[src/rtl/dds_sweep_ctrl.sv]
//-----------------------------------------------------------------------------
// dds_sweep_ctrl
//
// Sequencer in front of the DDS tone generator. A run is launched from IDLE by
// Start. It latches a sweep descriptor, ramps the amplitude up from zero to a
// plateau, then steps the tuning word through a linear sweep with a fixed dwell
// per frequency. After that it ramps the amplitude back down to zero so the
// tone ends without a click, and finally pulses Done for one cycle.
//
// Abort in RAMP_UP or SWEEP skips straight to the amplitude ramp-down, so an
// aborted run also ends click-free. Reset is the only way to stop
// immediately.
//
// Parameters
//   FREQ_W  width of the tuning word (FreqStart, FreqStep, FreqCntrl)
//   AMPL_W  width of the signed amplitude word (AmplTarget, AmplStep, AmplCntrl)
//   CNT_W   width of StepCount and DwellCycles
//
// Ports
//   AXI_clk      clock, single domain, rising edge
//   rst          synchronous active-high reset
//   Start        launch a run (sampled only in IDLE, ignored with Abort)
//   Abort        early termination through the ramp-down
//   FreqStart    first tuning word of the sweep
//   FreqStep     signed per-step increment, wraps modulo 2^FREQ_W
//   StepCount    number of increments after FreqStart
//   DwellCycles  cycles each frequency is held (0 behaves as 1)
//   AmplTarget   plateau amplitude, values with the sign bit set clamp to max
//   AmplStep     unsigned ramp increment per cycle, 0 means "jump at once"
//   FreqCntrl    tuning word to the DDS
//   AmplCntrl    amplitude to the DDS, never negative
//   DDSEn        DDS enable
//   Busy         high from Start acceptance until the Done cycle
//   Done         one-cycle pulse at the end of a run
//-----------------------------------------------------------------------------
module dds_sweep_ctrl #(
   parameter int FREQ_W = 32,
   parameter int AMPL_W = 16,
   parameter int CNT_W  = 16
) (
   input  logic              AXI_clk,
   input  logic              rst,
   input  logic              Start,
   input  logic              Abort,
   input  logic [FREQ_W-1:0] FreqStart,
   input  logic [FREQ_W-1:0] FreqStep,
   input  logic [CNT_W-1:0]  StepCount,
   input  logic [CNT_W-1:0]  DwellCycles,
   input  logic [AMPL_W-1:0] AmplTarget,
   input  logic [AMPL_W-1:0] AmplStep,
   output logic [FREQ_W-1:0] FreqCntrl,
   output logic [AMPL_W-1:0] AmplCntrl,
   output logic              DDSEn,
   output logic              Busy,
   output logic              Done
);

   // Largest positive amplitude. The DDS multiplies by AmplCntrl as a signed
   // value, so the sign bit must never be driven.
   localparam logic [AMPL_W-1:0] AMPL_MAX = {1'b0, {(AMPL_W-1){1'b1}}};

   typedef enum logic [2:0] {
      IDLE,
      RAMP_UP,
      SWEEP,
      RAMP_DOWN,
      DONE
   } state_t;

   state_t state_q, state_d;

   // Shadow copy of the descriptor. These are loaded once at Start so the
   // register bank may be rewritten while a run is in progress.
   logic [FREQ_W-1:0] freq_step_q;
   logic [CNT_W-1:0]  step_count_q;
   logic [CNT_W-1:0]  dwell_reload_q;   // max(DwellCycles,1)-1
   logic [AMPL_W-1:0] ampl_target_q;    // already clamped to AMPL_MAX
   logic [AMPL_W-1:0] ampl_step_q;      // a step of 0 is stored as AMPL_MAX

   // Sweep counters.
   logic [CNT_W-1:0]  dwell_cnt_q, dwell_cnt_d;
   logic [CNT_W-1:0]  steps_left_q, steps_left_d;

   // Next values of the registered outputs.
   logic [FREQ_W-1:0] freq_d;
   logic [AMPL_W-1:0] ampl_d;
   logic              en_d;
   logic              busy_d;
   logic              done_d;

   // High on the edge that accepts a Start; loads the shadow registers.
   logic              accept;

   // Ramp arithmetic. The up-ramp sum carries one extra bit so that a large
   // step can never wrap around past the target.
   logic [AMPL_W:0]   ampl_sum;
   logic [AMPL_W-1:0] ampl_up;
   logic [AMPL_W-1:0] ampl_dn;

   assign ampl_sum = {1'b0, AmplCntrl} + {1'b0, ampl_step_q};
   assign ampl_up  = (ampl_sum >= {1'b0, ampl_target_q}) ? ampl_target_q
                                                         : ampl_sum[AMPL_W-1:0];
   // The down-ramp saturates at zero instead of underflowing.
   assign ampl_dn  = (ampl_step_q >= AmplCntrl) ? '0 : (AmplCntrl - ampl_step_q);

   //--------------------------------------------------------------------------
   // Next-state and next-output logic
   //--------------------------------------------------------------------------
   always_comb begin
      // NOTE: every signal driven here is given a default first, so no path
      // through the case statement leaves one unassigned (no latch inferred).
      state_d      = state_q;
      freq_d       = FreqCntrl;
      ampl_d       = AmplCntrl;
      en_d         = DDSEn;
      busy_d       = Busy;
      done_d       = 1'b0;
      dwell_cnt_d  = dwell_cnt_q;
      steps_left_d = steps_left_q;
      accept       = 1'b0;

      unique case (state_q)
         IDLE: begin
            // Start together with Abort is treated as no request at all.
            if (Start && !Abort) begin
               accept  = 1'b1;
               freq_d  = FreqStart;
               ampl_d  = '0;
               en_d    = 1'b1;
               busy_d  = 1'b1;
               state_d = RAMP_UP;
            end
         end

         RAMP_UP: begin
            // On an abort edge nothing is updated; ramp-down starts from
            // whatever amplitude has been reached.
            if (Abort) begin
               state_d = RAMP_DOWN;
            end else if (AmplCntrl == ampl_target_q) begin
               dwell_cnt_d  = dwell_reload_q;
               steps_left_d = step_count_q;
               state_d      = SWEEP;
            end else begin
               ampl_d = ampl_up;
            end
         end

         SWEEP: begin
            // Each tuning word is visible for dwell_reload_q+1 SWEEP cycles;
            // the step to the next word happens on the last of those cycles.
            if (Abort) begin
               state_d = RAMP_DOWN;
            end else if (dwell_cnt_q != '0) begin
               dwell_cnt_d = dwell_cnt_q - CNT_W'(1);
            end else if (steps_left_q != '0) begin
               freq_d       = FreqCntrl + freq_step_q;
               steps_left_d = steps_left_q - CNT_W'(1);
               dwell_cnt_d  = dwell_reload_q;
            end else begin
               state_d = RAMP_DOWN;
            end
         end

         RAMP_DOWN: begin
            // Frequency stays frozen; Abort has no further effect here.
            if (AmplCntrl == '0) begin
               state_d = DONE;
            end else begin
               ampl_d = ampl_dn;
            end
         end

         DONE: begin
            en_d    = 1'b0;
            busy_d  = 1'b0;
            done_d  = 1'b1;
            state_d = IDLE;
         end

         default: begin
            state_d = IDLE;
         end
      endcase
   end

   //--------------------------------------------------------------------------
   // State, counters, shadow descriptor and registered outputs
   //--------------------------------------------------------------------------
   // NOTE: sequential state uses non-blocking assignments only, so every
   // register samples its inputs from before the edge regardless of order.
   always_ff @(posedge AXI_clk) begin
      if (rst) begin
         state_q        <= IDLE;
         FreqCntrl      <= '0;
         AmplCntrl      <= '0;
         DDSEn          <= 1'b0;
         Busy           <= 1'b0;
         Done           <= 1'b0;
         dwell_cnt_q    <= '0;
         steps_left_q   <= '0;
         // NOTE: the shadow descriptor is reset as well. It is a handful of
         // flops, not a memory array, and a defined value keeps the
         // ramp/sweep datapath free of X after reset.
         freq_step_q    <= '0;
         step_count_q   <= '0;
         dwell_reload_q <= '0;
         ampl_target_q  <= '0;
         ampl_step_q    <= '0;
      end else begin
         state_q      <= state_d;
         FreqCntrl    <= freq_d;
         AmplCntrl    <= ampl_d;
         DDSEn        <= en_d;
         Busy         <= busy_d;
         Done         <= done_d;
         dwell_cnt_q  <= dwell_cnt_d;
         steps_left_q <= steps_left_d;

         if (accept) begin
            freq_step_q    <= FreqStep;
            step_count_q   <= StepCount;
            dwell_reload_q <= (DwellCycles == '0) ? '0 : (DwellCycles - CNT_W'(1));
            ampl_target_q  <= AmplTarget[AMPL_W-1] ? AMPL_MAX : AmplTarget;
            ampl_step_q    <= (AmplStep == '0) ? AMPL_MAX : AmplStep;
         end
      end
   end

endmodule

[config.mk]
export PLATFORM = sky130hd
export DESIGN_NAME = dds_sweep_ctrl
export DESIGN_NICKNAME = d
export VERILOG_FILES = /design/src/rtl/dds_sweep_ctrl.sv
export SDC_FILE = /design/constraint.sdc
export NUM_CORES = 1
export LEC_CHECK = 0
export CORE_MARGIN = 1.5
export CORE_UTILIZATION = 50
export CTS_CLUSTER_SIZE = 16
export DETAILED_ROUTE_END_ITERATION = 12
export PLACE_DENSITY = 0.78
export SYNTH_ARGS = -nofsm -noshare
export SYNTH_HDL_FRONTEND = slang
export SYNTH_SLANG_ARGS = --single-unit
[constraint.sdc]
create_clock -name AXI_clk -period 3.85 [get_ports AXI_clk]
set_clock_uncertainty 0.1 [all_clocks]
set_input_delay 0.5775 -clock AXI_clk [delete_from_list [all_inputs] [get_ports AXI_clk]]
set_output_delay 0.5775 -clock AXI_clk [all_outputs]
set_load 0.02 [all_outputs]
==> reports/results.tsv, run 1 <==
stage	metric	value	unit
outcome	status	finished, violations left	
outcome	failing checks	setup timing	
worst_setup_path	RR Startpoint	AmplCntrl[0]$_SDFFE_PP0P_	
logic_synthesis	Synth Flop Type	dfxtp_1	
logic_synthesis	top cell type's share of synthesized area	31.0	%
route	antenna viol nets, final	0	
timing	final period utilization	103	%
timing	RSZ-0062 raised after global routing	true	
logic_synthesis	Cell variety after synth	71	
timing	Slew headroom	27.3	%
timing	TNS Setup	-0.680	ns
die	die width	156	um
logic_synthesis	average size of a mapped cell	7.61	um^2
timing	Final min period	3.97	ns
power_and_ir_drop	Peak VDD IR	0.299	mV
timing	Final WS setup	-0.123	ns
worst_setup_path	Critical R2R Capture	AmplCntrl[7]$_SDFFE_PP0P_	
clock_tree	clock root buffer	clkbuf_16	
worst_setup_path	CP required	4.09	ns
global_routing	largest net degree at the start of global routing	77	
worst_setup_path	critical path fanouts, max	6	
power_and_ir_drop	Logic pwr share	54.2	%
logic_synthesis	Seq cells post-synth	180	
clock_tree	# hold bufs at CTS	0	
worst_setup_path	Reg2Reg Depth	18	
global_routing	met1 Use GR	40.8	%
hold_path	hold endpoint	step_count_q[13]$_SDFFE_PP0P_	
route	DRC viols	0	
place	pre-CTS setup slack	-0.106	ns
place	Final GP Congestion	0.939	
layout	ANT cells	0	
power_and_ir_drop	Int Pwr	5150	uW
logic_synthesis	Yosys warnings	0	
global_routing	routing usage on met2	48.1	%
hold_path	hold_sp	step_count_q[13]$_SDFFE_PP0P_	
logic_synthesis	Syn Inst Count	1528	
timing	Slew Limit Fails	0	
place	IO Port Bufs	182	
logic_synthesis	sequential cell area fraction in the yosys report	31.0	%
worst_setup_path	Critical Path Sink Type	register	
power_and_ir_drop	NetSw	3960	uW
layout	number of filler cells placed in the layout	1971	
global_routing	vias in the first global route	11387	
logic_synthesis	Syn Nets	1745	
power_and_ir_drop	Pwr Density	620	nW/um^2
worst_setup_path	crit path cell chain	ha_4, inv_2, fa_2, nor2_2, o311a_1, nor2_1, o21bai_1, xnor2_2, ha_1, a22o_1, o41ai_2, buf_4, nand4_1, nand2_2, o211ai_4, mux2i_1, o221ai_1, o211a_1	
worst_setup_path	Worst Path Buf+Inv	2	
route	DR iter-0 viols	1122	
layout	area grow syn2layout	26.4	%
die	Initial Util	51.2	%
global_routing	grt met3 use	4.19	%
die	Die Ht	156	um
power_and_ir_drop	leakage power	0.00583	uW
die	CORE AREA	22700	um^2
worst_setup_path	Slowest Stage Delay on Critical Path	0.37	ns
logic_synthesis	FFs w/ async S/R, synth	0	%
route	Via density	5.99	
logic_synthesis	post-synthesis cell area	11600	um^2
worst_setup_path	crit path max-delay cell type	fa_2	
clock_tree	CTS buffer count	17	
die	row count	55	
worst_setup_path	Crit Path Category	register to register	
worst_setup_path	Critical Path Source Type	register	
timing	final setup vio count	11	
route	DRT Pass-1 Iters	5	
logic_synthesis	Post-synth EDFFs	0	
hold_path	Hold Path Cell Cnt	2	
logic_synthesis	largest area contributor in the synthesized netlist	dfxtp_1	
route	DR vias	11964	
power_and_ir_drop	Reg power frac	26.5	%
worst_setup_path	Crit path max-delay family	compound AO/OA/AOI/OAI gates	
clock_tree	clk sink count	180	
die	IO Count	183	
logic_synthesis	count leader, synth	nand2_1	
layout	layout cells sized above 1	9.28	%
worst_setup_path	R2R setup slack	-0.12	ns
global_routing	GRT Residual Overflow	0	
layout	Final Cell Area	14700	um^2
clock_tree	maximum level of the CTS H-tree	4	
layout	final net count	1917	
global_routing	GRT Total Usage	29.6	%
clock_tree	Clk Latency, worst-skew pair	0.44	ns
hold_path	worst hold path type	register to register	
timing	Hold Fails Final Rpt	0	
power_and_ir_drop	Clk pwr share	19.3	%
power_and_ir_drop	switching portion of total power	43.5	%
clock_tree	CTS tree	built	
timing	Peak Freq	252	MHz
global_routing	first-pass GRT wire length	57700	um
logic_synthesis	commonest cells in the netlist	nand2_1, dfxtp_1, nor2_1	
logic_synthesis	top cells by area, synth	dfxtp_1, ha_1, nand2_1	
die	full die area	24200	um^2
worst_setup_path	crit path DAT	4.21	ns
route	final WL	36000	um
clock_tree	clk slew on worst S/H paths	0.08	ns
global_routing	initial antenna violation count	0	
place	dpl hpwl	26300	um
power_and_ir_drop	Power, Total	9120	uW
global_routing	GRT busiest layer	met2	
timing	worst slew pin tran	1.09	ns
run	max-cap viol count	0	
place	placed cell area	13900	um^2
route	Wirelength per Cell	18.0	um
clock_tree	clock buffer depth	2	
[power by group through the flow]
stage | registers (uW) | clock network (uW) | logic (uW)
2_1_floorplan | 2530 | 0 | 2930
3_3_place_gp | 2430 | 0 | 4480
3_5_place_dp | 2440 | 0 | 4550
4_1_cts | 2400 | 1760 | 4690
5_1_grt | 2440 | 1850 | 5320
6_report | 2420 | 1760 | 4940
[registers in the layout, summed over array words and instances, names as in the netlist]
register        count
AmplCntrl          16
Busy                1
Done                1
FreqCntrl          32
ampl_step_q        16
ampl_target_q      15
dwell_cnt_q        16
dwell_reload_q     16
freq_step_q        32
state_q             3
step_count_q       16
steps_left_q       16
[worst register-to-register path: cells and delay by family, from the launching register on]
family | cells | cell delay, ns
buffers and inverters | 2 | 0.21
AO/OA/AOI/OAI | 7 | 1.53
flip-flops | 1 | 0.36
AND/OR/NAND/NOR | 4 | 0.45
multiplexers | 1 | 0.25
adder cells (fa/ha/maj) | 3 | 0.85
XOR/XNOR | 1 | 0.14
[how the worst max path moves through the flow]
stage | startpoint | end | slack (ns) | depth (start not counted)
after global routing | AmplCntrl[0]$_SDFFE_PP0P_ | AmplCntrl[4]$_SDFFE_PP0P_ | -0.30 | 19
final | AmplCntrl[0]$_SDFFE_PP0P_ | AmplCntrl[7]$_SDFFE_PP0P_ | -0.12 | 18
after global placement | ampl_step_q[1]$_SDFFE_PP0P_ | AmplCntrl[0]$_SDFFE_PP0P_ | -0.02 | 18
after floorplan | AmplCntrl[0]$_SDFFE_PP0P_ | AmplCntrl[7]$_SDFFE_PP0P_ | 0.03 | 20
after detailed placement | ampl_step_q[1]$_SDFFE_PP0P_ | AmplCntrl[0]$_SDFFE_PP0P_ | -0.11 | 18
after CTS | ampl_step_q[1]$_SDFFE_PP0P_ | AmplCntrl[12]$_SDFFE_PP0P_ | -0.007 | 17
[layer usage]
metal	routed length [um]	share of wire, %
met4	777	2.2
met2	16300	45
met1	16200	45
met5	0	0
met3	2780	7.7
[through the flow]
stage                     cells  utilization (%)  hold slack (ns)
after global routing       1998             64.7            0.377
after floorplan            1528                -            0.332
final                      1998             64.7            0.359
after global placement     1960             61.3            0.346
after detailed placement   1960             61.3            0.350
after CTS                  1993             64.2            0.361
[timing repair]
action                     4_1_cts  5_1_grt
setup endpoints to repair       14       15
pin swaps                        3       29
buffers inserted                 0        5
cloned                           1        0
resized for setup                9       23
[kinds of logic after synthesis]
logic type | share of synthesized area, %
flip-flops | 31.0
buffers and inverters | 5.60
multiplexers | 1.46
AND/OR/NAND/NOR | 21.0
AO/OA/AOI/OAI | 26.0
adder cells (fa/ha/maj) | 9.34
XOR/XNOR | 5.57
[layout by cell type, fill, tap and decap left out, drive strengths merged, types with 17 or more instances in the layout]
| master | count |
|---|---|
| a211oi | 39 |
| xnor2 | 55 |
| nand3 | 20 |
| nand2 | 206 |
| nor3 | 57 |
| nor2 | 157 |
| o21ai | 93 |
| clkbuf | 17 |
| a22oi | 41 |
| xor2 | 19 |
| mux2i | 17 |
| clkdlybuf4s50 | 181 |
| nor4 | 20 |
| a21o | 17 |
| dfxtp | 180 |
| buf | 64 |
| ha | 82 |
| inv | 79 |
| a21oi | 148 |
[layout make-up]
cell class,count,area [um^2],area share (%)
multi-input combinational,1182,7560,51.4
sequential,180,3610,24.6
timing repair buffer,245,2300,15.6
clock buffer,17,425,2.89
tap,285,357,2.43
inverter,74,278,1.89
clock inverter,15,170,1.16
Note: power is estimated with default switching activity, not from simulation.
==> run 2, diff against run 1 <==
--- a/config.mk
+++ b/config.mk
@@ -5,11 +5,14 @@
 export SDC_FILE = /design/constraint.sdc
 export NUM_CORES = 1
 export LEC_CHECK = 0
+export CELL_PAD_IN_SITES_DETAIL_PLACEMENT = 1
+export CELL_PAD_IN_SITES_GLOBAL_PLACEMENT = 1
 export CORE_MARGIN = 1.5
-export CORE_UTILIZATION = 50
+export CORE_UTILIZATION = 36
 export CTS_CLUSTER_SIZE = 16
 export DETAILED_ROUTE_END_ITERATION = 12
-export PLACE_DENSITY = 0.78
+export PLACE_DENSITY_LB_ADDON = 0.1
+export REMOVE_ABC_BUFFERS = 1
 export SYNTH_ARGS = -nofsm -noshare
 export SYNTH_HDL_FRONTEND = slang
 export SYNTH_SLANG_ARGS = --single-unit
==> run 2 against run 1 <==
Net effect: final area increased by 1.6%; critical endpoint is now AmplCntrl[8]$_SDFFE_PP0P_; the flow still finishes with violations (setup timing); first-iteration DRC count decreased by 49%; count of clock-buffer cells in the layout increased by 1; combinational power increased by 4%; sequential share of layout area decreased by 0.43 points; sequential power decreased by 2%; wire length increased by 11%; critical path type unchanged.
==> reports/results.tsv, run 2 (same netlist as run 1, synthesis figures left out) <==
stage	metric	value	unit
place	Final GP Congestion	0.894	
run	max-cap viol count	0	
timing	Hold Fails Final Rpt	0	
clock_tree	clk slew on worst S/H paths	0.08	ns
global_routing	met1 Use GR	31.4	%
power_and_ir_drop	leakage power	0.00585	uW
die	row count	65	
timing	Slew Limit Fails	0	
clock_tree	CTS tree	built	
layout	Top Registers	FreqCntrl x32, freq_step_q x32	
route	Wirelength per Cell	18.8	um
route	DRC viols	0	
clock_tree	CTS buffer count	17	
layout	layout cells sized above 1	9.83	%
clock_tree	maximum level of the CTS H-tree	4	
timing	RSZ-0062 raised after global routing	true	
route	Via density	5.55	
timing	Peak Freq	248	MHz
timing	final setup vio count	12	
layout	commonest cells after routing, fill and taps aside	nand2_1, clkdlybuf4s50_1, dfxtp_1, nor2_1, a21oi_1	
global_routing	first-pass GRT wire length	63000	um
layout	area of the multi-input gates	7610	um^2
clock_tree	# hold bufs at CTS	0	
route	DR vias	11786	
route	antenna viol nets, final	0	
timing	Hold WS	0.353	ns
place	dpl hpwl	29500	um
power_and_ir_drop	Pwr Density	618	nW/um^2
worst_setup_path	R2R setup slack	-0.18	ns
die	CORE AREA	31700	um^2
worst_setup_path	CP required	4.14	ns
timing	final period utilization	105	%
timing	Slew headroom	32.8	%
clock_tree	clock root buffer	clkbuf_16	
global_routing	vias in the first global route	11804	
global_routing	routing usage on met2	39.8	%
clock_tree	clk sink count	180	
worst_setup_path	Crit Path Category	register to register	
clock_tree	Clk Latency, worst-skew pair	0.46	ns
route	final WL	39900	um
worst_setup_path	Critical Path Sink Type	register	
outcome	status	finished, violations left	
outcome	failing checks	setup timing	
layout	Reg area	3600	um^2
global_routing	GRT busiest layer	met2	
global_routing	grt met3 use	4.03	%
die	Die Ht	183	um
place	IO Port Bufs	182	
layout	area grow syn2layout	28.4	%
timing	worst slew pin tran	1.01	ns
global_routing	GRT Total Usage	23.8	%
worst_setup_path	crit path DAT	4.32	ns
layout	most common cell after layout, fill and taps aside	nand2_1	
die	die width	183	um
power_and_ir_drop	Peak VDD IR	0.386	mV
die	full die area	33400	um^2
power_and_ir_drop	Power, Total	9240	uW
layout	final net count	1923	
route	DR iter-0 viols	568	
die	IO Count	183	
clock_tree	clock buffer depth	2	
die	Initial Util	36.7	%
hold_path	worst hold path type	input port to register	
route	DRT Pass-1 Iters	7	
layout	final core utilization	47.1	%
worst_setup_path	Critical Path Source Type	register	
timing	Final min period	4.03	ns
global_routing	largest net degree at the start of global routing	67	
global_routing	initial antenna violation count	1	
worst_setup_path	critical path fanouts, max	7	
global_routing	GRT Residual Overflow	0	
timing	Final WS setup	-0.177	ns
layout	number of filler cells placed in the layout	3820	
[run 2: cell types whose count changed in the layout (fill, tap and decap cells not counted), moves of 3 or more]
cell      delta
a21oi_2      +5
clkinv_8     -4
dfxtp_1      +5
a21oi_1      -5
ha_4         +3
buf_4        +3
ha_1         -4
dfxtp_2      -5
[run 2: critical path, cell delays in order, from the launching register on]
cell and delay, ns:
dfxtp_1 0.37, ha_4 0.28, nor2b_1 0.05, o311a_1 0.40
o221a_4 0.28, or3_4 0.43, a21oi_4 0.18, xnor2_2 0.16
ha_4 0.25, nand2_2 0.06, a21oi_2 0.05, a211oi_4 0.26
nand4_1 0.15, nand2_2 0.14, o211ai_4 0.12, buf_6 0.17
mux2i_1 0.12, o22a_1 0.24, a21oi_2 0.14
[run 2: power breakdown]
group / switching (uW) / internal (uW)
Clock: 872 / 847
Sequential: 248 / 2140
Combinational: 2880 / 2250
Total: 4000 / 5230
[run 2: final timing paths]
kind | from | endpoint | depth (start not counted)
setup / recovery | AmplCntrl[1]$_SDFFE_PP0P_ | AmplCntrl[8]$_SDFFE_PP0P_ | 18
hold / removal | rst | state_q[0]$_SDFFE_PP0P_ | 2
setup reg to reg | AmplCntrl[1]$_SDFFE_PP0P_ | AmplCntrl[8]$_SDFFE_PP0P_ | 18
hold reg to reg | step_count_q[4]$_SDFFE_PP0P_ | step_count_q[4]$_SDFFE_PP0P_ | 2
[run 2: stage by stage]
stage	setup slack (ns)	instance area [um^2]	setup TNS, ns	std cells
final	-0.177	14900	-1.26	2123
after global routing	-0.323	14900	-3.37	2122
after CTS	-0.00761	14700	-0.00761	2114
after detailed placement	-0.149	14100	-1.14	2079
after global placement	-0.0578	14100	-0.0851	2079
after floorplan	-1.44	11300	-32.93	1435
[run 2: repair_timing]
item,4_1_cts,5_1_grt
resized for setup,13,31
buffers inserted,3,7
setup endpoints to repair,11,15
pin swaps,1,33
endpoints found under the hold margin,0,0
gates cloned,0,0
[run 2: area by class of cell]
type | count | area share, %
repair buffers | 252 | 16.0
multi-input cells | 1181 | 50.9
inverters | 74 | 1.86
flip-flops and latches | 180 | 24.1
clock buffers | 18 | 2.87
clock inverters | 14 | 0.829
diodes | 2 | 0.0335
well taps | 402 | 3.37
[run 2: per-layer routing]
| metal | vias to the layer above | wire [um] |
|---|---|---|
| met1 | 5694 | 18800 |
| met5 | - | 0 |
| met2 | 231 | 18800 |
| li1 | 5815 | - |
| met4 | 0 | 776 |
| met3 | 46 | 1580 |
==> run 3, diff against run 2 <==
--- a/config.mk
+++ b/config.mk
@@ -8,7 +8,7 @@
 export CELL_PAD_IN_SITES_DETAIL_PLACEMENT = 1
 export CELL_PAD_IN_SITES_GLOBAL_PLACEMENT = 1
 export CORE_MARGIN = 1.5
-export CORE_UTILIZATION = 36
+export CORE_UTILIZATION = 40
 export CTS_CLUSTER_SIZE = 16
 export DETAILED_ROUTE_END_ITERATION = 12
 export PLACE_DENSITY_LB_ADDON = 0.1
==> constraint.sdc (replaced) <==
create_clock -name AXI_clk -period 4.6 [get_ports AXI_clk]
set_clock_uncertainty 0.1 [all_clocks]
set_input_delay 0.69 -clock AXI_clk [delete_from_list [all_inputs] [get_ports AXI_clk]]
set_output_delay 0.69 -clock AXI_clk [all_outputs]
set_load 0.02 [all_outputs]
==> run 3 against run 2 <==
Net effect: the flow now finishes without violations; sequential cell count stayed put; setup slack better by 0.49 ns; final area is 3.3% lower; first-iteration DRC count is 0.70% higher; critical path depth is 1 higher; die area is 9.8% lower; total power is 19% lower; worst hold slack better by 0.0056 ns; register-to-register slack better by 0.49 ns; critical path type unchanged; critical endpoint is now AmplCntrl[0]$_SDFFE_PP0P_; highest routed layer is now met5.
==> reports/results.tsv, run 3 (same netlist as run 1, synthesis figures left out) <==
stage	metric	value	unit
outcome	status	finished, final reports clean	
die	die width	174	um
timing	Slew headroom	23.7	%
die	IO Count	183	
global_routing	initial antenna violation count	3	
timing	Peak Freq	233	MHz
clock_tree	CTS buffer count	17	
global_routing	GRT Total Usage	25.7	%
die	Initial Util	40.5	%
timing	Hold WS	0.359	ns
run	max-cap viol count	0	
power_and_ir_drop	Peak VDD IR	0.290	mV
layout	commonest cells after routing, fill and taps aside	nand2_1, clkdlybuf4s50_1, dfxtp_1, nor2_1, a21oi_1	
clock_tree	post-cts resize count	0	
timing	final period utilization	93.2	%
place	Final GP Congestion	0.860	
worst_setup_path	CP required	4.89	ns
worst_setup_path	Slowest Stage Delay on Critical Path	0.40	ns
route	DRT Pass-1 Iters	5	
global_routing	vias in the first global route	11899	
layout	most common cell after layout, fill and taps aside	nand2_1	
layout	final net count	1877	
worst_setup_path	Crit Path Category	register to register	
route	DR iter-0 viols	572	
worst_setup_path	Critical Path Source Type	register	
clock_tree	# hold bufs at CTS	0	
worst_setup_path	critical path fanouts, max	11	
route	Wirelength per Cell	18.6	um
timing	RSZ-0062 raised after global routing	false	
timing	Final min period	4.29	ns
clock_tree	Clk Latency, worst-skew pair	0.46	ns
route	antenna viol nets, final	0	
place	IO Port Bufs	182	
route	Via density	5.68	
hold_path	worst hold path type	register to register	
timing	worst slew pin tran	1.15	ns
global_routing	first-pass GRT wire length	62500	um
layout	number of filler cells placed in the layout	3515	
timing	Hold Fails Final Rpt	0	
power_and_ir_drop	leakage power	0.00563	uW
route	final WL	38400	um
place	pre-CTS setup slack	0.379	ns
worst_setup_path	crit path max-delay cell type	or3_1	
route	DR vias	11703	
route	DRC viols	0	
clock_tree	CTS tree	built	
worst_setup_path	crit path cell chain	inv_1, ha_1, nor2b_1, o311a_1, o221a_2, or3_1, a21oi_1, xnor2_1, ha_1, nand2_1, a21oi_1, a211oi_1, nand4_1, nand2_1, o211ai_2, buf_4, nor2b_1, nor3_1, a221o_1	
clock_tree	clock root buffer	clkbuf_16	
clock_tree	clock buffer depth	2	
timing	Final WS setup	0.313	ns
die	row count	62	
die	full die area	30100	um^2
layout	Post-Layout Cell Count	2060	
clock_tree	clk slew on worst S/H paths	0.07	ns
clock_tree	maximum level of the CTS H-tree	4	
clock_tree	setup bufs post-CTS	0	
power_and_ir_drop	Pwr Density	515	nW/um^2
layout	layout cells sized above 1	5.56	%
die	Die Ht	174	um
timing	Slew Limit Fails	0	
global_routing	GRT Residual Overflow	0	
place	placed insts	2025	
power_and_ir_drop	Power, Total	7440	uW
layout	Top Registers	FreqCntrl x32, freq_step_q x32	
worst_setup_path	Critical Path Sink Type	register	
global_routing	largest net degree at the start of global routing	71	
place	dpl hpwl	28400	um
die	CORE AREA	28700	um^2
worst_setup_path	crit path DAT	4.58	ns
clock_tree	clk sink count	180	
timing	final setup vio count	0	
layout	area grow syn2layout	24.2	%
## run 3: worst paths after layout
check / slack, ns / end / cells after the start / start
max reg2reg: 0.31 / AmplCntrl[0]$_SDFFE_PP0P_ / 19 / ampl_step_q[1]$_SDFFE_PP0P_
min: 0.36 / step_count_q[8]$_SDFFE_PP0P_ / 2 / step_count_q[8]$_SDFFE_PP0P_
max: 0.31 / AmplCntrl[0]$_SDFFE_PP0P_ / 19 / ampl_step_q[1]$_SDFFE_PP0P_
min reg2reg: 0.36 / step_count_q[8]$_SDFFE_PP0P_ / 2 / step_count_q[8]$_SDFFE_PP0P_
## run 3: report_power, final
part | switching, uW | internal, uW
registers | 238 | 1790
logic | 2190 | 1540
clock network | 694 | 986
## run 3: area by class of cell
cell class / instances / area (um^2) / area share, %
clock buffer: 18 / 439 / 3.04
tap: 384 / 480 / 3.33
multi-input combinational: 1181 / 7420 / 51.3
inverter: 74 / 278 / 1.92
clock inverter: 14 / 221 / 1.53
timing repair buffer: 206 / 2000 / 13.8
sequential: 180 / 3600 / 24.9
antenna: 3 / 7.51 / 0.0520
## run 3: critical path: cells and delay by family (launching register included)
kind | cells | cell delay, ns
compound gates | 7 | 1.38
simple gates | 7 | 1.22
fa+ha+maj | 2 | 0.65
flops | 1 | 0.36
buf+inv | 2 | 0.31
xor+xnor | 1 | 0.19
## run 3: metrics by stage
step / instance area, um^2 / TNS (ns) / util (%)
after floorplan: 11300 / -13.25 / -
after CTS: 14400 / 0 / 50.3
after global routing: 14400 / 0 / 50.3
after detailed placement: 13800 / 0 / 48.0
after global placement: 13800 / 0 / 48.0
final: 14400 / 0 / 50.3
## run 3: routing by layer
layer / up-vias / global-route usage (%) / part of all wire [%]
met5: - / 0 / 0.031
met4: 2 / 7.61 / 2.0
met3: 50 / 3.93 / 3.3
met2: 232 / 43.6 / 47
met1: 5695 / 33.6 / 47
li1: 5724 / - / -
